<file path="src/rtl/chan_550_threshold_trigger.sv">
// Threshold-crossing trigger that captures 2^CAP_AW samples into a buffer; write port registered, 1-cycle latency.
// No backpressure: every valid sample in CAPTURE is written, samples outside ARMED/CAPTURE are dropped.
module chan_550_threshold_trigger #(
  parameter int DATA_W = 16,
  parameter int CAP_AW = 10
) (
  input  logic                     user_clk,
  input  logic                     user_rst_n,
  input  logic [31:0]              threshold,
  input  logic                     arm,
  input  logic signed [DATA_W-1:0] data_in,
  input  logic                     data_valid,
  output logic                     cap_we,
  output logic [CAP_AW-1:0]        cap_addr,
  output logic [DATA_W-1:0]        cap_data,
  output logic                     armed,
  output logic                     done,
  output logic [15:0]              trig_count
);

  typedef enum logic [1:0] {
    ST_IDLE,
    ST_ARMED,
    ST_CAPTURE,
    ST_DONE
  } state_t;

  localparam logic [CAP_AW-1:0] ADDR_ONE  = 1;
  localparam logic [CAP_AW-1:0] ADDR_LAST = '1;

  state_t                     state;
  logic [31:0]                thr_q;
  logic                       prev_cmp;
  logic signed [DATA_W-1:0]   level;
  logic                       cmp;
  logic                       unused_thr;

  // Only the latched copy is ever compared, so threshold writes during a run are harmless.
  assign level      = DATA_W'($signed(thr_q[15:0]));
  assign cmp        = thr_q[30] ? (data_in < level) : (data_in > level);
  assign unused_thr = ^{thr_q[31], thr_q[29:16]};

  always_ff @(posedge user_clk) begin
    if (!user_rst_n) begin
      state      <= ST_IDLE;
      thr_q      <= '0;
      prev_cmp   <= 1'b1;
      cap_we     <= 1'b0;
      cap_addr   <= '0;
      cap_data   <= '0;
      armed      <= 1'b0;
      done       <= 1'b0;
      trig_count <= '0;
    end else begin
      cap_we <= 1'b0;
      case (state)
        ST_IDLE, ST_DONE: begin
          if (arm && threshold[31]) begin
            state    <= ST_ARMED;
            thr_q    <= threshold;
            prev_cmp <= 1'b1;
            done     <= 1'b0;
            armed    <= 1'b1;
          end
        end
        ST_ARMED: begin
          if (data_valid) begin
            prev_cmp <= cmp;
            // Edge, not level: a sample already past the level at arm time never fires.
            if (cmp && !prev_cmp) begin
              state    <= ST_CAPTURE;
              armed    <= 1'b0;
              cap_we   <= 1'b1;
              cap_addr <= '0;
              cap_data <= data_in;
              if (trig_count != 16'hFFFF) begin
                trig_count <= trig_count + 16'd1;
              end
            end
          end
        end
        ST_CAPTURE: begin
          if (cap_we && cap_addr == ADDR_LAST) begin
            state    <= ST_DONE;
            done     <= 1'b1;
            cap_addr <= '0;
          end else if (data_valid) begin
            cap_we   <= 1'b1;
            cap_addr <= cap_addr + ADDR_ONE;
            cap_data <= data_in;
          end
        end
        default: state <= ST_IDLE;
      endcase
    end
  end

endmodule

</file>
<file path="config.mk">
export PLATFORM = sky130hd
export DESIGN_NAME = chan_550_threshold_trigger
export DESIGN_NICKNAME = d
export VERILOG_FILES = /design/src/rtl/chan_550_threshold_trigger.sv
export SDC_FILE = /design/constraint.sdc
export NUM_CORES = 1
export LEC_CHECK = 0
export ABC_AREA = 1
export ABC_CLOCK_PERIOD_IN_PS = 2000
export CAP_MARGIN = 5
export CORE_AREA = 10 10 95 114
export CTS_CLUSTER_SIZE = 40
export DETAILED_ROUTE_END_ITERATION = 10
export DIE_AREA = 0 0 105 124
export PLACE_DENSITY = 0.75
export SLEW_MARGIN = 20
export SYNTH_ARGS = -nofsm -noshare
export SYNTH_HDL_FRONTEND = slang
export SYNTH_SLANG_ARGS = --single-unit
</file>
<file path="constraint.sdc">
create_clock -name user_clk -period 2 [get_ports user_clk]
set_clock_uncertainty 0.05 [all_clocks]
set_input_delay 0.2 -clock user_clk [delete_from_list [all_inputs] [get_ports user_clk]]
set_output_delay 0.2 -clock user_clk [all_outputs]
set_load 0.01 [all_outputs]
</file>
==> results.py <==
metrics = {
    "critical_path": {
        "r2r_slack_ns": -0.36,
        "rr_worst_depth": 18,
        "cp-end-kind": "flop",
        "setup.worst_path.start": "thr_q[13]",
        "r2r_end": "cap_we",
        "cp.arrival_ns": 2.55,
        "critPathMaxFanout": 6,
        "r2r_start": "thr_q[13]",
        "critPathRequiredTime_ns": 2.19,
        "critPathLaunchType": "flop",
        "critPathCapture": "cap_we",
        "path_class": "reg -> reg",
    },
    "outcome": {
        "outcome": "finished with violations",
        "violations": "setup timing",
    },
    "layout": {
        "nets": 746,
        "drive_gt1_frac": 0.283,
        "final_core_util": 0.679,
        "layout_commonest_cell": "nand2_1",
        "nFillCells": 669,
        "final_cell_mix": "nand2_1, clkdlybuf4s50_1, nor2_1, inv_1, dfxtp_1",
        "antenna_cells": 0,
        "syn2layout_area_growth_pct": 56.8,
    },
    "yosys": {
        "synth.area.top_cells": "dfxtp_1, nand2_1, nor2_1",
        "synth_cell_types": 35,
        "seq_area_frac_synth": 0.353,
        "synth_area_per_cell_um2": 6.94,
        "netlist.area_leader.share": 0.353,
        "yosys_warnings": 0,
        "synth_area_leader_cell": "dfxtp_1",
        "syn_nets": 605,
        "synth.cell_area_mm2": 0.00369,
        "ys_seq_elements": 65,
        "syn_inst": 532,
    },
    "global_routing": {
        "grt_max_degree": 47,
        "grt_overflow": 0,
        "grt_pass1_wl_um": 16500,
        "antenna_found_initial": 0,
        "grt_pass1_vias": 3678,
        "grt_usage": 0.152,
    },
    "placed_design": {
        "place.port_buffers": 82,
        "place_ws_ns": -0.596,
        "dpl.hpwl_um": 7270,
        "place_congestion": 0.875,
    },
    "drt": {
        "routedWlPerCell_um": 14.6,
        "via_per_inst": 4.99,
        "ant_nets": 0,
        "drt_iter0_markers": 180,
        "firstDrtPassIters": 5,
        "num_vias": 3970,
        "routed_wl_um": 11600,
        "drcViolationCount": 0,
    },
    "clocking": {
        "cts_tree": "built",
        "postCtsHoldBufs": 0,
        "cts_max_level": 3,
        "clock_latency_ns": 0.35,
        "clkSlewWorstSetupHoldPaths_ns": 0.07,
        "cts_buffers": 9,
        "clock_sinks": 65,
        "cts_buffer_depth": 2,
        "cts_root_buf": "clkbuf_8",
    },
    "sta": {
        "fin_crit_sh": 1.18,
        "maxSlewHeadroom": 0.709,
        "max_freq_mhz": 423,
        "fin_crit_ns": 2.36,
        "hold_viol": 0,
        "final.setup.worst_slack_ns": -0.363,
        "rsz0062_at_grt": "yes",
        "slew_viol_final": 0,
        "setup_viol": 46,
        "worstMarginPinSlew_ns": 0.435,
    },
    "floorplan": {
        "die_x_um": 105,
        "start_util": 0.433,
        "die_area_mm2": 0.0130,
        "io_pins": 97,
        "die_h_um": 124,
        "row_count": 37,
        "coreArea_mm2": 0.00852,
    },
    "pwr": {
        "power_density_mw_per_mm2": 1160,
        "p_total_mw": 6.74,
        "p_leak_nw": 2.45,
        "ir_drop_mv": 0.560,
    },
    "flow_run": {
        "drv_cap": 0,
    },
    "worst_hold_path": {
        "hold_class": "in -> reg",
    },
}
-- where the power goes --
group / total (mW) / switching [mW] / leakage, nW / internal [mW]
registers: 1.83 / 0.203 / 0.536 / 1.62
logic: 3.69 / 1.99 / 1.81 / 1.71
clock network: 1.22 / 0.518 / 0.102 / 0.703
total: 6.74 / 2.71 / 2.45 / 4.03
-- synth_stat cells --
| master | instances |
|---|---|
| nand3_1 | 31 |
| buf_6 | 6 |
| nor2_4 | 1 |
| clkinv_1 | 1 |
| a31oi_1 | 1 |
| nand4_2 | 1 |
| or2_2 | 2 |
| nor3_1 | 2 |
| a21oi_1 | 37 |
| nor3b_1 | 2 |
| ha_1 | 21 |
| nand2_2 | 8 |
| xnor2_1 | 6 |
| o2111ai_1 | 1 |
| dfxtp_1 | 65 |
| inv_1 | 74 |
| o21ai_1 | 1 |
| nand2_8 | 1 |
| nand2_4 | 1 |
| nand2_1 | 119 |
| nand3_4 | 3 |
| clkinv_2 | 1 |
| xor2_1 | 8 |
| o21ai_0 | 24 |
| buf_4 | 2 |
| nor3_2 | 1 |
| inv_2 | 3 |
| nand4_1 | 12 |
| nand3_2 | 2 |
| nor2_2 | 4 |
| clkbuf_1 | 6 |
| nor2_1 | 77 |
| clkbuf_8 | 1 |
| buf_2 | 3 |
| o21bai_1 | 4 |
-- registers in the layout, summed over array words and instances (netlist names) --
signal      cells
armed           1
cap_addr       10
cap_data       16
cap_we          1
done            1
prev_cmp        1
state           2
thr_q          17
trig_count     16
-- layer usage --
metal	GRT usage	share of wire	wire length (µm)
met5	0	0	0
met4	0.0713	0.027	314
met3	0.0475	0.059	687
met2	0.265	0.52	5990
met1	0.167	0.40	4630
-- timing repair --
action,4_1_cts,5_1_grt
setup buffers,4,13
setup endpoints to repair,45,48
gates cloned,1,2
pin swaps,2,49
resized for setup,12,110
-- worst max-delay path: stages, from the launching register on --
cell and delay, ns:
dfxtp_2 0.33, inv_2 0.04, ha_4 0.28, nand2_4 0.06
nor2_4 0.12, nand2_2 0.08, nor2_4 0.12, nand2_2 0.10
nand3_2 0.08, nand2_2 0.07, nand2_2 0.07, nand2_2 0.07
nand3_4 0.13, nor2_4 0.06, buf_12 0.14, buf_4 0.13
buf_6 0.10, a31oi_1 0.16, nor2_1 0.07
-- through the flow --
stage	std cells	setup TNS [ns]	hold slack (ns)	cell area (µm²)
after detailed placement	759	-25.06	0.406	4930
after floorplan	532	-0.904	0.285	3720
after CTS	780	-7.95	0.418	5230
final	795	-12.89	0.186	5790
after global placement	759	-20.14	0.396	4930
after global routing	795	-16.62	0.205	5790
-- layout make-up --
class | count | area [µm²] | area share
Clock inverter | 3 | 65.1 | 0.0112
Multi-Input combinational cell | 373 | 2400 | 0.415
Inverter | 79 | 310 | 0.0536
Timing Repair Buffer | 145 | 1410 | 0.244
Sequential cell | 65 | 1320 | 0.227
Clock buffer | 13 | 139 | 0.0240
Tap cell | 117 | 146 | 0.0253
-- worst min path at each step --
stage               slack [ns]         start            to  depth (start not counted)
global placement          0.40     thr_q[11]     thr_q[11]                          2
floorplan                 0.28  threshold[0]      thr_q[0]                          2
global route              0.21   data_in[11]  cap_data[11]                          3
CTS                       0.42   data_in[13]  cap_data[13]                          3
detailed placement        0.41     thr_q[11]     thr_q[11]                          2
finish                    0.19   data_in[12]  cap_data[12]                          3
-- logic make-up (layout without fill, tap and decap cells) --
family | Yosys count | after routing | synth area share
fa+ha+maj | 21 | 21 | 0.0712
compound gates | 68 | 68 | 0.0963
buf+inv | 97 | 240 | 0.117
xor+xnor | 14 | 14 | 0.0332
flops | 65 | 65 | 0.353
simple gates | 267 | 270 | 0.330
(Power assumes the default switching activity.)
==> patch, RTL diff (same flow settings) <==
The 4 states of `state_t` get a one-hot encoding in 4 bits.
--- a/src/rtl/chan_550_threshold_trigger.sv
+++ b/src/rtl/chan_550_threshold_trigger.sv
@@ -18,11 +18,11 @@
   output logic [15:0]              trig_count
 );
 
-  typedef enum logic [1:0] {
-    ST_IDLE,
-    ST_ARMED,
-    ST_CAPTURE,
-    ST_DONE
+  typedef enum logic [3:0] {
+    ST_IDLE    = 4'b0001,
+    ST_ARMED   = 4'b0010,
+    ST_CAPTURE = 4'b0100,
+    ST_DONE    = 4'b1000
   } state_t;
 
   localparam logic [CAP_AW-1:0] ADDR_ONE  = 1;
Formal check against the unedited RTL: no difference found for any inputs over 4 cycles, from zero or initial values and one cycle with user_rst_n low; so few cycles prove little.
==> patch against the unedited design <==
  * The flow still finishes with violations (negative setup slack)
  * Worst setup slack better by 0.074 ns
  * Routed wire length up 2.5%
  * Critical endpoint is now state[3]
  * Area after synthesis down 2.8%
  * Sequential cell count up 2
  * Global-route usage up 1.1 points
  * Cell area up 1.7%
Power is not compared: it rests on default switching activity, and its combinational part moved more than twofold at a synthesized area within 25%.
==> patch: results (changes against the unedited design) <==
Critical path
  • R2R cell count: 15 (-3)
  • Critical Path Start: thr_q[15]
  • CP endpoint: state[3]
  • Crit-path max FO: 4 (-2)
  • CP arrival: 2.48 ns (-0.07 ns)

Routing
  • DR pass1 iterations: 4 (-1)
  • Vias per inst: 5.15 (+3.1%)
  • Antenna viol nets, final: 0 (unchanged)
  • Initial DRC Count: 142 (-21%)
  • DR WL/cell: 16.2 um (+11%)

Placement
  • DP HPWL: 7390 um (+1.6%)
  • Dpl cells: 712 (-6.2%)
  • I/O Buffers: 82 (unchanged)
  • GP Congestion: 0.863 (-1.3%)

Finish
  • Top flop regs: thr_q x17, cap_data x16, trig_count x16
  • Nets@finish: 686 (-8.0%)
  • Non-filler instance count after layout: 737 (-7.3%)
  • Proportion of layout cells with a drive suffix above 1: 39.0% (+11 points)
  • # diodes: 0 (unchanged)
  • # fillers: 667 (-0.30%)

Power and ir drop
  • Pint: 2.93 mW
  • Worst VDD drop: about 0.42 mV
  • Lkg Pwr: between 2 and 2.5 nW

Logic synthesis
  • Synth area leaders: dfxtp_1, nand2_1, a21oi_1
  • Post-Synth Adder-Cell Area: 6.28% (-0.84 points)
  • Main synth FF type: dfxtp_1
  • Count of cell types in the netlist: 37 (+5.7%)
  • Mux cell area share after synthesis: 0% (unchanged)
  • Compound-Gate Fraction of Synth Area: 14.3% (+4.6 points)
  • Ys async rst share: 0% (unchanged)
  • Ys Warns: 0 (unchanged)
  • Syn avg cell area: 7.45 um^2 (+7.5%)
  • Commonest cells post-synth: nand2_1, dfxtp_1, a21oi_1
  • Sequential fraction of the synthesis area: 37.4% (+2.2 points)
  • Syn_nets: 551 (-8.9%)
  • Xor/xnor cell area share of the yosys netlist: 3.18% (-0.15 points)

STA
  • Setup tns final: -9.99 ns (+2.90 ns)
  • Max_slew headroom: 65.0% (-5.9 points)
  • Finish-stage setup viols: 49 (+6.5%)
  • Worst Setup Slack, final: -0.289 ns (+0.0741 ns)

CTS
  • Postcts setup bufs: 7 (+3)
  • Post-CTS Resized: 46 (+34)
  • H-tree levels: 3 (unchanged)
  • CTS Buf Count: 9 (unchanged)
  • CTS root buffer: clkbuf_8
  • Max Buffers Root-to-Sink: 2 (unchanged)
  • Clk_lat worst skew: roughly 0.36 ns
  • Clock slew at reported path FFs: 0.09 ns (+0.02 ns)

GRT
  • Largest net degree at the start of global routing: 34 (-28%)
  • Total GRT Usage: 16.3% (+1.1 points)
  • Vias in the first global route: 3,800 (+3.3%)
  • First-pass GRT wire length: 17,400 um (+5.6%)
  • Initial antenna violation count: 0 (unchanged)

Worst hold path
  • Min-delay src: data_in[5]
  • Type of the most critical hold path: input port to flip-flop

Outcome
  • Failing checks: negative setup slack
  • Status: finished, violations left
[patch: changes by cell type after synthesis, sizes merged, moves of 7 or more]
cell	before	now
a21oi	37	69
nand4	13	6
nand3	36	48
nand2	129	107
nor2	82	44
inv	77	44
[patch: per-layer routing]
metal / routed length [um] / vias up / part of all wire, % / GRT usage (%)
li1: - / 1850 / - / -
met1: 4730 / 1801 / 40 / 17.3
met2: 6140 / 115 / 52 / 29.3
met3: 636 / 30 / 5.3 / 4.55
met4: 403 / 0 / 3.4 / 8.33
met5: 0 / - / 0 / 0
[patch: cells by family after synthesis]
| logic type | Yosys count |
|---|---|
| AOI/OAI and AO/OA | 92 |
| xor gates and xnor gates | 13 |
| adders and majority gates | 18 |
| buffers and inverters | 67 |
| DFF | 67 |
| and+or+nand+nor | 224 |
[patch: power groups by stage]
stage               registers, mW  logic [mW]  clock network, mW
finish                       1.54        1.44               1.32
global route                 1.55        1.57               1.38
CTS                          1.52        1.16               1.31
detailed placement           1.54        1.01                  0
global placement             1.54       0.970                  0
floorplan                    1.54       0.577                  0
[patch: how the worst min path moves through the flow]
stage | to | slack, ns | depth (start not counted)
3_3_place_gp | armed | 0.40 | 2
6_report | cap_data[5] | 0.15 | 3
5_1_grt | cap_data[5] | 0.15 | 3
4_1_cts | cap_data[13] | 0.27 | 3
3_5_place_dp | armed | 0.40 | 2
2_1_floorplan | thr_q[0] | 0.28 | 2
[patch: worst max-delay path, cell delays in order, from the launching register on]
cell	delay (ns)
dfxtp_2	0.33
inv_2	0.05
ha_4	0.26
a21oi_2	0.17
o21ai_2	0.10
a21oi_4	0.17
buf_6	0.13
nand3_2	0.09
nand3_2	0.09
nand2_4	0.05
buf_6	0.12
buf_4	0.13
nand3_2	0.06
nand2_2	0.10
a21oi_2	0.19
nor2_1	0.06
[patch: per-stage QoR]
| step | total power [mW] | instance area (um^2) | utilization (%) | worst slack, ns | hold slack (ns) |
|---|---|---|---|---|---|
| detailed placement | 2.55 | 4880 | 57.2 | -0.520 | 0.404 |
| CTS | 3.99 | 5400 | 63.4 | -0.151 | 0.266 |
| global route | 4.50 | 5880 | 69.1 | -0.388 | 0.146 |
| floorplan | 2.12 | 3590 | - | 0.0261 | 0.285 |
| global placement | 2.51 | 4880 | 57.2 | -0.424 | 0.400 |
| finish | 4.30 | 5880 | 69.1 | -0.289 | 0.151 |
[patch: layout make-up]
cell class / instances / area share (%)
Multi-Input combinational cell: 347 / 42.2
Timing Repair Buffer: 144 / 25.3
Sequential cell: 67 / 23.0
Inverter: 47 / 3.13
Clock buffer: 11 / 2.57
Tap cell: 117 / 2.49
Clock inverter: 4 / 1.25
